<file path="src/rtl/calc_pkg.sv">
// Shared types and helpers for the parametrised decimal calculator.
// Holds the keypad command codes, the status encoding, the FSM states and
// a constant power-of-ten helper used to size the digit and result limits.
package calc_pkg;

  typedef enum logic [3:0] {
    CMD_ADD  = 4'd10,
    CMD_SUB  = 4'd11,
    CMD_MUL  = 4'd12,
    CMD_CLR  = 4'd13,
    CMD_EQ   = 4'd14,
    CMD_BKSP = 4'd15
  } cmd_e;

  typedef enum logic [1:0] {
    ST_ERR   = 2'b00,
    ST_BUSY  = 2'b01,
    ST_READY = 2'b10,
    ST_PRINT = 2'b11
  } status_e;

  typedef enum logic [2:0] {
    S_ENTER_A,
    S_ENTER_B,
    S_CALC,
    S_PRINT,
    S_ERROR
  } state_e;

  // 10^n as a 64-bit constant; n never exceeds 15 so no overflow.
  function automatic logic [63:0] pow10(input int n);
    logic [63:0] r;
    r = 64'd1;
    for (int i = 0; i < n; i++) r = r * 64'd10;
    return r;
  endfunction

endpackage

</file>
<file path="src/rtl/calc_mul.sv">
// Sequential shift-add multiplier. A start pulse loads the operands and
// performs the first partial product; the remaining WIDTH-1 partial
// products follow one per cycle, and done pulses with the final product.
module calc_mul #(
  parameter int WIDTH = 27
) (
  input  logic                 clock,
  input  logic                 reset,
  input  logic                 start,
  input  logic [WIDTH-1:0]     a,
  input  logic [WIDTH-1:0]     b,
  output logic                 done,
  output logic [2*WIDTH-1:0]   product
);

  localparam int CNT_W = $clog2(WIDTH) + 1;

  logic               busy_q, busy_d;
  logic               done_q, done_d;
  logic [CNT_W-1:0]   cnt_q, cnt_d;
  logic [2*WIDTH-1:0] acc_q, acc_d;
  logic [2*WIDTH-1:0] mcand_q, mcand_d;
  logic [WIDTH-1:0]   mplier_q, mplier_d;

  // Next-state: load on start, then one shift-add step per busy cycle.
  always_comb begin
    busy_d   = busy_q;
    done_d   = 1'b0;
    cnt_d    = cnt_q;
    acc_d    = acc_q;
    mcand_d  = mcand_q;
    mplier_d = mplier_q;
    if (start) begin
      acc_d    = b[0] ? {{WIDTH{1'b0}}, a} : '0;
      mcand_d  = {{(WIDTH-1){1'b0}}, a, 1'b0};
      mplier_d = b >> 1;
      cnt_d    = CNT_W'(1);
      busy_d   = 1'b1;
    end else if (busy_q) begin
      if (mplier_q[0]) acc_d = acc_q + mcand_q;
      mcand_d  = mcand_q << 1;
      mplier_d = mplier_q >> 1;
      cnt_d    = cnt_q + 1'b1;
      if (cnt_q == CNT_W'(WIDTH-1)) begin
        busy_d = 1'b0;
        done_d = 1'b1;
      end
    end
  end

  // Control flops: cleared by the asynchronous reset.
  always_ff @(posedge clock or posedge reset) begin
    if (reset) begin
      busy_q <= 1'b0;
      done_q <= 1'b0;
      cnt_q  <= '0;
    end else begin
      busy_q <= busy_d;
      done_q <= done_d;
      cnt_q  <= cnt_d;
    end
  end

  // Datapath flops: only meaningful between start and done, so no reset.
  always_ff @(posedge clock) begin
    acc_q    <= acc_d;
    mcand_q  <= mcand_d;
    mplier_q <= mplier_d;
  end

  assign done    = done_q;
  assign product = acc_q;

endmodule

</file>
<file path="src/rtl/calc_param.sv">
// Parametrised decimal calculator: keypad commands in over valid/ready,
// operand accumulation, add/sub/mul, and LSD-first BCD serialisation of
// the current operand or result to the display controller.
// Optional feature macro: CALC_CHAIN_EN -- an operator typed while the
// second operand is being entered evaluates the pending operation and
// chains the new operator; without it that operator is an error.
module calc_param
  import calc_pkg::*;
#(
  parameter int DIGITS = 8,
  parameter int WIDTH  = 27
) (
  input  logic                       clock,
  input  logic                       reset,
  input  logic [3:0]                 cmd,
  input  logic                       cmd_valid,
  output logic                       cmd_ready,
  output logic [1:0]                 status,
  output logic [3:0]                 data,
  output logic [$clog2(DIGITS)-1:0]  pos,
  output logic                       data_valid
);

  localparam int POS_W = $clog2(DIGITS);
  localparam int RW    = 2 * WIDTH;
  localparam logic [WIDTH-1:0] DIG_LIM = WIDTH'(pow10(DIGITS-1));
  localparam logic [RW-1:0]    RES_LIM = RW'(pow10(DIGITS));

  state_e             state_q, state_d, ret_q, ret_d;
  logic [WIDTH-1:0]   op_a_q, op_a_d, op_b_q, op_b_d;
  logic [3:0]         oper_q, oper_d, nxt_oper_q, nxt_oper_d;
  logic               chain_q, chain_d, fresh_q, fresh_d, run_q, run_d;
  logic [WIDTH-1:0]   print_q, print_d;
  logic [POS_W-1:0]   beat_q, beat_d;

  logic               accept, is_digit, is_op, clr;
  logic [WIDTH-1:0]   op_a_eff;
  logic               mul_start, mul_done, calc_done, calc_err;
  logic [RW-1:0]      product, res;
  status_e            st;

  assign cmd_ready = (state_q == S_ENTER_A) || (state_q == S_ENTER_B) || (state_q == S_ERROR);
  assign accept    = cmd_valid && cmd_ready;
  assign is_digit  = cmd < 4'd10;
  assign is_op     = (cmd == CMD_ADD) || (cmd == CMD_SUB) || (cmd == CMD_MUL);
  assign clr       = accept && (cmd == CMD_CLR);
  assign op_a_eff  = fresh_q ? '0 : op_a_q;
  assign mul_start = (state_q == S_CALC) && !run_q && (oper_q == CMD_MUL);

  calc_mul #(.WIDTH(WIDTH)) u_mul (
    .clock   (clock),
    .reset   (reset),
    .start   (mul_start),
    .a       (op_a_q),
    .b       (op_b_q),
    .done    (mul_done),
    .product (product)
  );

  // Arithmetic result and its validity for the latched operator.
  always_comb begin
    res = product;
    if (oper_q == CMD_ADD)      res = RW'(op_a_q) + RW'(op_b_q);
    else if (oper_q == CMD_SUB) res = RW'(op_a_q) - RW'(op_b_q);
    calc_done = (oper_q != CMD_MUL) || mul_done;
    calc_err  = ((oper_q == CMD_SUB) && (op_b_q > op_a_q)) || (res >= RES_LIM);
  end

  // Next-state and register updates for the command FSM.
  always_comb begin
    state_d    = state_q;
    ret_d      = ret_q;
    op_a_d     = op_a_q;
    op_b_d     = op_b_q;
    oper_d     = oper_q;
    nxt_oper_d = nxt_oper_q;
    chain_d    = chain_q;
    fresh_d    = fresh_q;
    print_d    = print_q;
    beat_d     = beat_q;
    run_d      = 1'b0;
    case (state_q)
      S_ENTER_A: if (accept) begin
        if (is_digit) begin
          if (op_a_eff < DIG_LIM) begin
            op_a_d  = op_a_eff * WIDTH'(10) + WIDTH'(cmd);
            fresh_d = 1'b0;
            print_d = op_a_d;
            beat_d  = '0;
            ret_d   = S_ENTER_A;
            state_d = S_PRINT;
          end
        end else if (cmd == CMD_BKSP) begin
          op_a_d  = op_a_q / WIDTH'(10);
          fresh_d = 1'b0;
          print_d = op_a_d;
          beat_d  = '0;
          ret_d   = S_ENTER_A;
          state_d = S_PRINT;
        end else if (is_op) begin
          oper_d  = cmd;
          op_b_d  = '0;
          state_d = S_ENTER_B;
        end
      end
      S_ENTER_B: if (accept) begin
        if (is_digit) begin
          if (op_b_q < DIG_LIM) begin
            op_b_d  = op_b_q * WIDTH'(10) + WIDTH'(cmd);
            print_d = op_b_d;
            beat_d  = '0;
            ret_d   = S_ENTER_B;
            state_d = S_PRINT;
          end
        end else if (cmd == CMD_BKSP) begin
          op_b_d  = op_b_q / WIDTH'(10);
          print_d = op_b_d;
          beat_d  = '0;
          ret_d   = S_ENTER_B;
          state_d = S_PRINT;
        end else if (cmd == CMD_EQ) begin
          chain_d = 1'b0;
          state_d = S_CALC;
        end else if (is_op) begin
`ifdef CALC_CHAIN_EN
          chain_d    = 1'b1;
          nxt_oper_d = cmd;
          state_d    = S_CALC;
`else
          state_d    = S_ERROR;
`endif
        end
      end
      S_CALC: begin
        run_d = 1'b1;
        if (calc_done) begin
          run_d = 1'b0;
          if (calc_err) begin
            state_d = S_ERROR;
          end else begin
            op_a_d  = res[WIDTH-1:0];
            fresh_d = 1'b1;
            print_d = res[WIDTH-1:0];
            beat_d  = '0;
            state_d = S_PRINT;
            if (chain_q) begin
              oper_d = nxt_oper_q;
              op_b_d = '0;
              ret_d  = S_ENTER_B;
            end else begin
              ret_d  = S_ENTER_A;
            end
          end
        end
      end
      S_PRINT: begin
        print_d = print_q / WIDTH'(10);
        beat_d  = beat_q + 1'b1;
        if (beat_q == POS_W'(DIGITS-1)) state_d = ret_q;
      end
      S_ERROR: ;
      default: state_d = S_ENTER_A;
    endcase
    // Clear wins in every command-accepting state, including ERROR.
    if (clr) begin
      op_a_d     = '0;
      op_b_d     = '0;
      oper_d     = '0;
      nxt_oper_d = '0;
      chain_d    = 1'b0;
      fresh_d    = 1'b0;
      print_d    = '0;
      beat_d     = '0;
      ret_d      = S_ENTER_A;
      state_d    = S_PRINT;
    end
  end

  // State and operand registers with asynchronous reset.
  always_ff @(posedge clock or posedge reset) begin
    if (reset) begin
      state_q    <= S_ENTER_A;
      ret_q      <= S_ENTER_A;
      op_a_q     <= '0;
      op_b_q     <= '0;
      oper_q     <= '0;
      nxt_oper_q <= '0;
      chain_q    <= 1'b0;
      fresh_q    <= 1'b0;
      run_q      <= 1'b0;
      print_q    <= '0;
      beat_q     <= '0;
    end else begin
      state_q    <= state_d;
      ret_q      <= ret_d;
      op_a_q     <= op_a_d;
      op_b_q     <= op_b_d;
      oper_q     <= oper_d;
      nxt_oper_q <= nxt_oper_d;
      chain_q    <= chain_d;
      fresh_q    <= fresh_d;
      run_q      <= run_d;
      print_q    <= print_d;
      beat_q     <= beat_d;
    end
  end

  // Output decode: status from state, digit stream only while printing.
  always_comb begin
    case (state_q)
      S_CALC:  st = ST_BUSY;
      S_PRINT: st = ST_PRINT;
      S_ERROR: st = ST_ERR;
      default: st = ST_READY;
    endcase
    data_valid = (state_q == S_PRINT);
    pos        = data_valid ? beat_q : '0;
    data       = data_valid ? 4'(print_q % WIDTH'(10)) : 4'd0;
  end

  assign status = st;

endmodule

</file>
<file path="config.mk">
export PLATFORM = sky130hd
export DESIGN_NAME = calc_param
export DESIGN_NICKNAME = d
export VERILOG_FILES = /design/src/rtl/calc_pkg.sv /design/src/rtl/calc_mul.sv /design/src/rtl/calc_param.sv
export SDC_FILE = /design/constraint.sdc
export NUM_CORES = 1
export LEC_CHECK = 0
export CAP_MARGIN = 20
export CORE_MARGIN = 2
export CORE_UTILIZATION = 30
export DETAILED_ROUTE_END_ITERATION = 7
export GPL_TIMING_DRIVEN = 0
export PLACE_DENSITY_LB_ADDON = 0.15
export SLEW_MARGIN = 0
export SYNTH_ARGS = -nofsm -noshare
export SYNTH_HDL_FRONTEND = slang
export SYNTH_SLANG_ARGS = --single-unit
</file>
<file path="constraint.sdc">
create_clock -name clock -period 18.25 [get_ports clock]
set_clock_uncertainty 0.1 [all_clocks]
set_input_delay 5.475 -clock clock [delete_from_list [all_inputs] [get_ports clock]]
set_output_delay 5.475 -clock clock [all_outputs]
set_load 0.1 [all_outputs]
</file>
==> results.yml, run 1 <==
outcome:
  status: "finished clean"
floorplanning:
  start_util: 0.303
  ios: 18
  core_um2: 98300
  fp.dieH_um: 319
  fp.dieW_um: 319
  die_area_um2: 102000
  num_rows: 115
detailed_routing:
  vias_per_cell: 5.93
  first_pass_iters: 6
  drc: 0
  vias: 31668
  totalWireLength_um: 125000
  wl_per_cell_um: 23.4
  drtIter0Drc: 3439
  antenna_left: 0
yosys:
  ys.flop_type: "edfxtp_1"
  yosysSeqAreaShare: 0.211
  synth_fp_nets: 4178
  synth_seq_cells: 235
  synth_top_cell_area_share: 0.108
  ys_types: 132
  ys_top_cells_by_area: "edfxtp_1 (11%), ha_1 (8.7%), dfrtp_1 (8.6%)"
  syn_avg_cell_area_um2: 7.51
  synth_edf_count: 107
  syn_inst: 3957
  ys_async_sr_fraction: 0.434
  netlist_area_um2: 29700
  yosys.area.top_type: "edfxtp_1"
  yosysWarnings: 0
sta:
  hold_viol: 0
  finalCritPeriodShare: 0.970
  tightest_slew_ns: 1.14
  fmax_mhz: 56.5
  finalWorstSetupSlack_ns: 0.555
  setup_viol: 0
  drv_slew: 0
  relSlewSlack: 0.237
  fin_crit_ns: 17.69
setup_path:
  crit_slowest_cell: "or4b_1"
  critPathArrivalTime_ns: 12.12
  cp_max_fo: 10
  crit_type: "flop to output port"
  start_kind: "flop"
  worstSetupEndpointType: "output port"
  cpPeakStageDelay_ns: 0.56
  crit_buf_inv: 5
  cpLargestDelayFamily: "compound AO/OA/AOI/OAI gates"
  required_ns: 12.67
clock_network:
  clock_latency_ns: 0.61
  cts_tree: "built"
  clockBufferDepth: 3
  cts_hold_buffers: 0
  ctsHtreeMaxLevel: 2
  cts_num_sinks: 235
  cts_buffers: 37
  cts-root-buf: "clkbuf_16"
  clk_pin_slew_ns: 0.06
placed_design:
  port-buffer-count: 17
  place_ws_ns: -0.625
  hpwlAfterDp_um: 97500
  gp_congestion: 0.972
run:
  cap_violations: 0
cells_and_area:
  area_growth_pct: 10.7
  final_nets: 4246
  num_antenna_cells: 0
  final_common_cell: "nand2_1"
  final_cell_mix: "nand2_1 (385), nor2_1 (340), a21oi_1 (319), o21ai_0 (313), clkbuf_1 (235)"
  drive_gt1_frac: 0.0560
  num-fill-cells: 10629
global_route:
  grt_overflow: 0
  grt_pass1_vias: 29759
  grt_usage: 0.239
  antenna_found_initial: 7
  grt_max_degree: 54
  grt_first_pass_wirelength_um: 189000
min_path:
  hold_class: "flop to flop"
==> cell families after synthesis <==
kind of cell             count (synthesis)  share of synthesized area
adder cells (fa/ha/maj)                218                     0.0932
XOR/XNOR                               181                     0.0536
AND/OR/NAND/NOR                       1298                      0.208
multiplexers                            83                     0.0300
AO/OA/AOI/OAI                         1464                      0.340
flip-flops                             235                      0.211
buffers and inverters                  478                     0.0637
==> layer usage <==
metal	GRT usage	vias up	wire length (um)
met5	0	-	41
met2	0.376	1088	54900
met3	0.0347	163	8230
li1	-	15017	-
met4	0.0660	6	3290
met1	0.338	15394	58400
==> worst register-to-register path: cells and delay by family, from the launching register on <==
family | cells | cell delay (ns)
buf+inv | 3 | 1.38
compound gates | 24 | 7.53
simple gates | 8 | 3.04
flops | 1 | 0.46
==> through the flow <==
step	area, um2	hold WS, ns	TNS, ns	util	cells
2_1_floorplan	29700	0.319	0	-	3957
3_3_place_gp	31500	0.407	-1.53	0.321	5261
3_5_place_dp	31600	0.413	-0.952	0.322	5269
4_1_cts	32900	0.423	0	0.334	5338
5_1_grt	32900	0.441	-0.0209	0.335	5339
6_report	32900	0.415	0	0.335	5339
==> state kept, by name, indices dropped and copies added (netlist names), 3 cells and up <==
register,cells
u_mul.product,54
print_q,27
oper_q,4
u_mul.mplier_q,26
op_b_q,27
u_mul.cnt_q,6
u_mul.mcand_q,53
state_q,3
beat_q,3
op_a_q,27
==> worst paths after layout <==
| path | start | cells past startpoint | slack, ns | to |
|---|---|---|---|---|
| setup / recovery | print_q[26] | 38 | 0.56 | data[2] |
| max in group asynchronous | reset | 3 | 12.10 | op_b_q[4] |
| hold reg to reg | u_mul.mplier_q[23] | 2 | 0.41 | u_mul.mplier_q[22] |
| setup reg to reg | op_b_q[20] | 35 | 5.61 | print_q[1] |
| min in group asynchronous | reset | 2 | 5.19 | beat_q[2] |
| hold / removal | u_mul.mplier_q[23] | 2 | 0.41 | u_mul.mplier_q[22] |
==> synthesized netlist by cell type (56+ instances only) <==
cell and instances:
a21o_1 75, a21oi_1 319, and3_1 56, clkbuf_1 223, dfrtp_1 102, edfxtp_1 107, ha_1 207, inv_1 186
mux2i_1 66, nand2_1 387, nand3_1 111, nor2_1 341, nor3_1 122, o21ai_0 314, o31ai_1 70, xnor2_1 106
xor2_1 74
==> cell type report <==
type | instances | area (um2) | area share
multi-input cells | 3244 | 21600 | 0.658
flip-flops and latches | 235 | 6290 | 0.191
well taps | 1287 | 1610 | 0.0489
plain buffers | 277 | 1140 | 0.0346
clock buffers | 52 | 1000 | 0.0305
inverters | 201 | 759 | 0.0231
repair buffers | 29 | 290 | 0.00882
clock inverters | 14 | 175 | 0.00532
==> timing repair <==
action,CTS,global route
gates resized for setup,12,13
pin swaps,2,1
buffers inserted,3,0
endpoints found under the setup margin,3,3
endpoints found under the hold margin,0,0
Power of run 1 is left out: the tool's default activity adds up to more than one toggle a clock period on the data nets, which glitch-free logic cannot reach.
==> run 2, diff against run 1 <==
Clock period 18.25 ns to 20.6 ns, I/O delays scaled along.
==> run 2 against run 1 <==
Global-route usage is essentially flat. Utilization shrank 0.054 points. Hold slack is essentially flat. Non-clock buffer count shrank 2. Sequential cell count is the same. Cell count is essentially flat. Clock-buffer cell count is the same. Largest cell class unchanged.
==> results.yml, run 2 (synthesis results as in run 1) <==
setup_path:
  required_ns: 14.32
  cp_max_fo: 10
  crit_slowest_cell: "clkdlybuf4s50_1"
  r2r_cells: 38
  crit_type: "flop to output port"
  start_kind: "flop"
  r2r_start: "print_q[26]"
  cpPeakStageDelay_ns: 1.18
  critPathArrivalTime_ns: 13.60
  r2r_end: "print_q[0]"
  worstSetupEndpointType: "output port"
  r2r_setup_slack_ns: 7.85
detailed_routing:
  vias_per_cell: 5.93
  totalWireLength_um: 125000
  drtIter0Drc: 3467
  drc: 0
  vias: 31641
  wl_per_cell_um: 23.4
  antenna_left: 0
  first_pass_iters: 6
global_route:
  antenna_found_initial: 7
  grt_usage: 0.239
  grt_pass1_vias: 29713
  grt_first_pass_wirelength_um: 189000
  grt_overflow: 0
  grt_max_degree: 54
placed_design:
  place_ws_ns: 1.02
  dpl-instance-area_um2: 31600
  port-buffer-count: 17
  hpwlAfterDp_um: 97500
  gp_congestion: 0.972
min_path:
  holdPathEnd: "u_mul.mplier_q[22]"
  worstHoldStart: "u_mul.mplier_q[23]"
  hold_class: "flop to flop"
  whs_path_depth: 2
sta:
  tns_ns: 0
  tightest_slew_ns: 1.23
  finalCritPeriodShare: 0.965
  fin_crit_ns: 19.88
  finalWorstSetupSlack_ns: 0.723
  setup_viol: 0
  hold_viol: 0
  fmax_mhz: 50.3
  rsz0062_at_grt: "no"
  drv_slew: 0
  relSlewSlack: 0.180
cells_and_area:
  final_common_cell: "nand2_1"
  multi_input_area_um2: 21600
  num-fill-cells: 10620
  area_growth_pct: 10.5
  regArea_um2: 6290
  drive_gt1_frac: 0.0533
  final_nets: 4244
  largest_reg_flops: 54
  final_cell_mix: "nand2_1 (385), nor2_1 (341), a21oi_1 (319), o21ai_0 (314), clkbuf_1 (236)"
  num_antenna_cells: 0
  stdcell_area_um2: 32800
clock_network:
  cts_buffers: 37
  cts_num_sinks: 235
  clock_latency_ns: 0.61
  clk_pin_slew_ns: 0.06
  cts-root-buf: "clkbuf_16"
  cts_tree: "built"
  ctsHtreeMaxLevel: 2
  clockBufferDepth: 3
  cts_hold_buffers: 0
floorplanning:
  fp.dieH_um: 319
  num_rows: 115
  start_util: 0.303
  core_um2: 98300
  ios: 18
  fp.dieW_um: 319
  die_area_um2: 102000
run:
  cap_violations: 0
outcome:
  status: "finished clean"
==> run 2: how the worst max path moves through the flow <==
stage | start | to | slack, ns | depth (start not counted)
finish | print_q[26] | data[1] | 0.72 | 37
global route | print_q[26] | data[1] | 0.05 | 36
floorplan | print_q[24] | data[2] | 4.52 | 38
global placement | print_q[26] | data[2] | 0.84 | 36
CTS | print_q[26] | data[2] | 0.34 | 36
detailed placement | print_q[26] | data[2] | 1.02 | 36
==> run 2: metal layers <==
layer | vias up | share of wire | track usage
met2 | 1082 | 0.44 | 0.376
met1 | 15374 | 0.47 | 0.338
li1 | 15022 | - | -
met4 | 6 | 0.026 | 0.0662
met3 | 157 | 0.064 | 0.0340
met5 | - | 0.00029 | 0
==> run 2: worst max-delay path, delay by kind of cell, from the launching register on <==
kind                     cells  cell delay [ns]
AO/OA/AOI/OAI               17             5.08
AND/OR/NAND/NOR             10             3.59
buffers and inverters        4             1.94
XOR/XNOR                     3             1.18
multiplexers                 2             0.60
flip-flops                   1             0.35
adder cells (fa/ha/maj)      1             0.21
==> run 2: layout make-up <==
type / count / share of cell area
repair buffers: 27 / 0.00861
multi-input cells: 3244 / 0.657
inverters: 201 / 0.0231
well taps: 1287 / 0.0490
clock buffers: 52 / 0.0305
plain buffers: 277 / 0.0347
clock inverters: 14 / 0.00533
flip-flops and latches: 235 / 0.191
==> run 2: metrics by stage <==
step / util / hold slack, ns / cells
6_report: 0.334 / 0.415 / 5337
5_1_grt: 0.334 / 0.441 / 5337
4_1_cts: 0.334 / 0.423 / 5335
3_5_place_dp: 0.322 / 0.413 / 5269
3_3_place_gp: 0.321 / 0.407 / 5261
2_1_floorplan: - / 0.319 / 3957
==> run 2: repair_timing <==
item,4_1_cts,5_1_grt
gates resized for setup,0,3
setup endpoints to repair,0,2
buffers inserted,0,0
Power of run 2 is left out for the same reason.
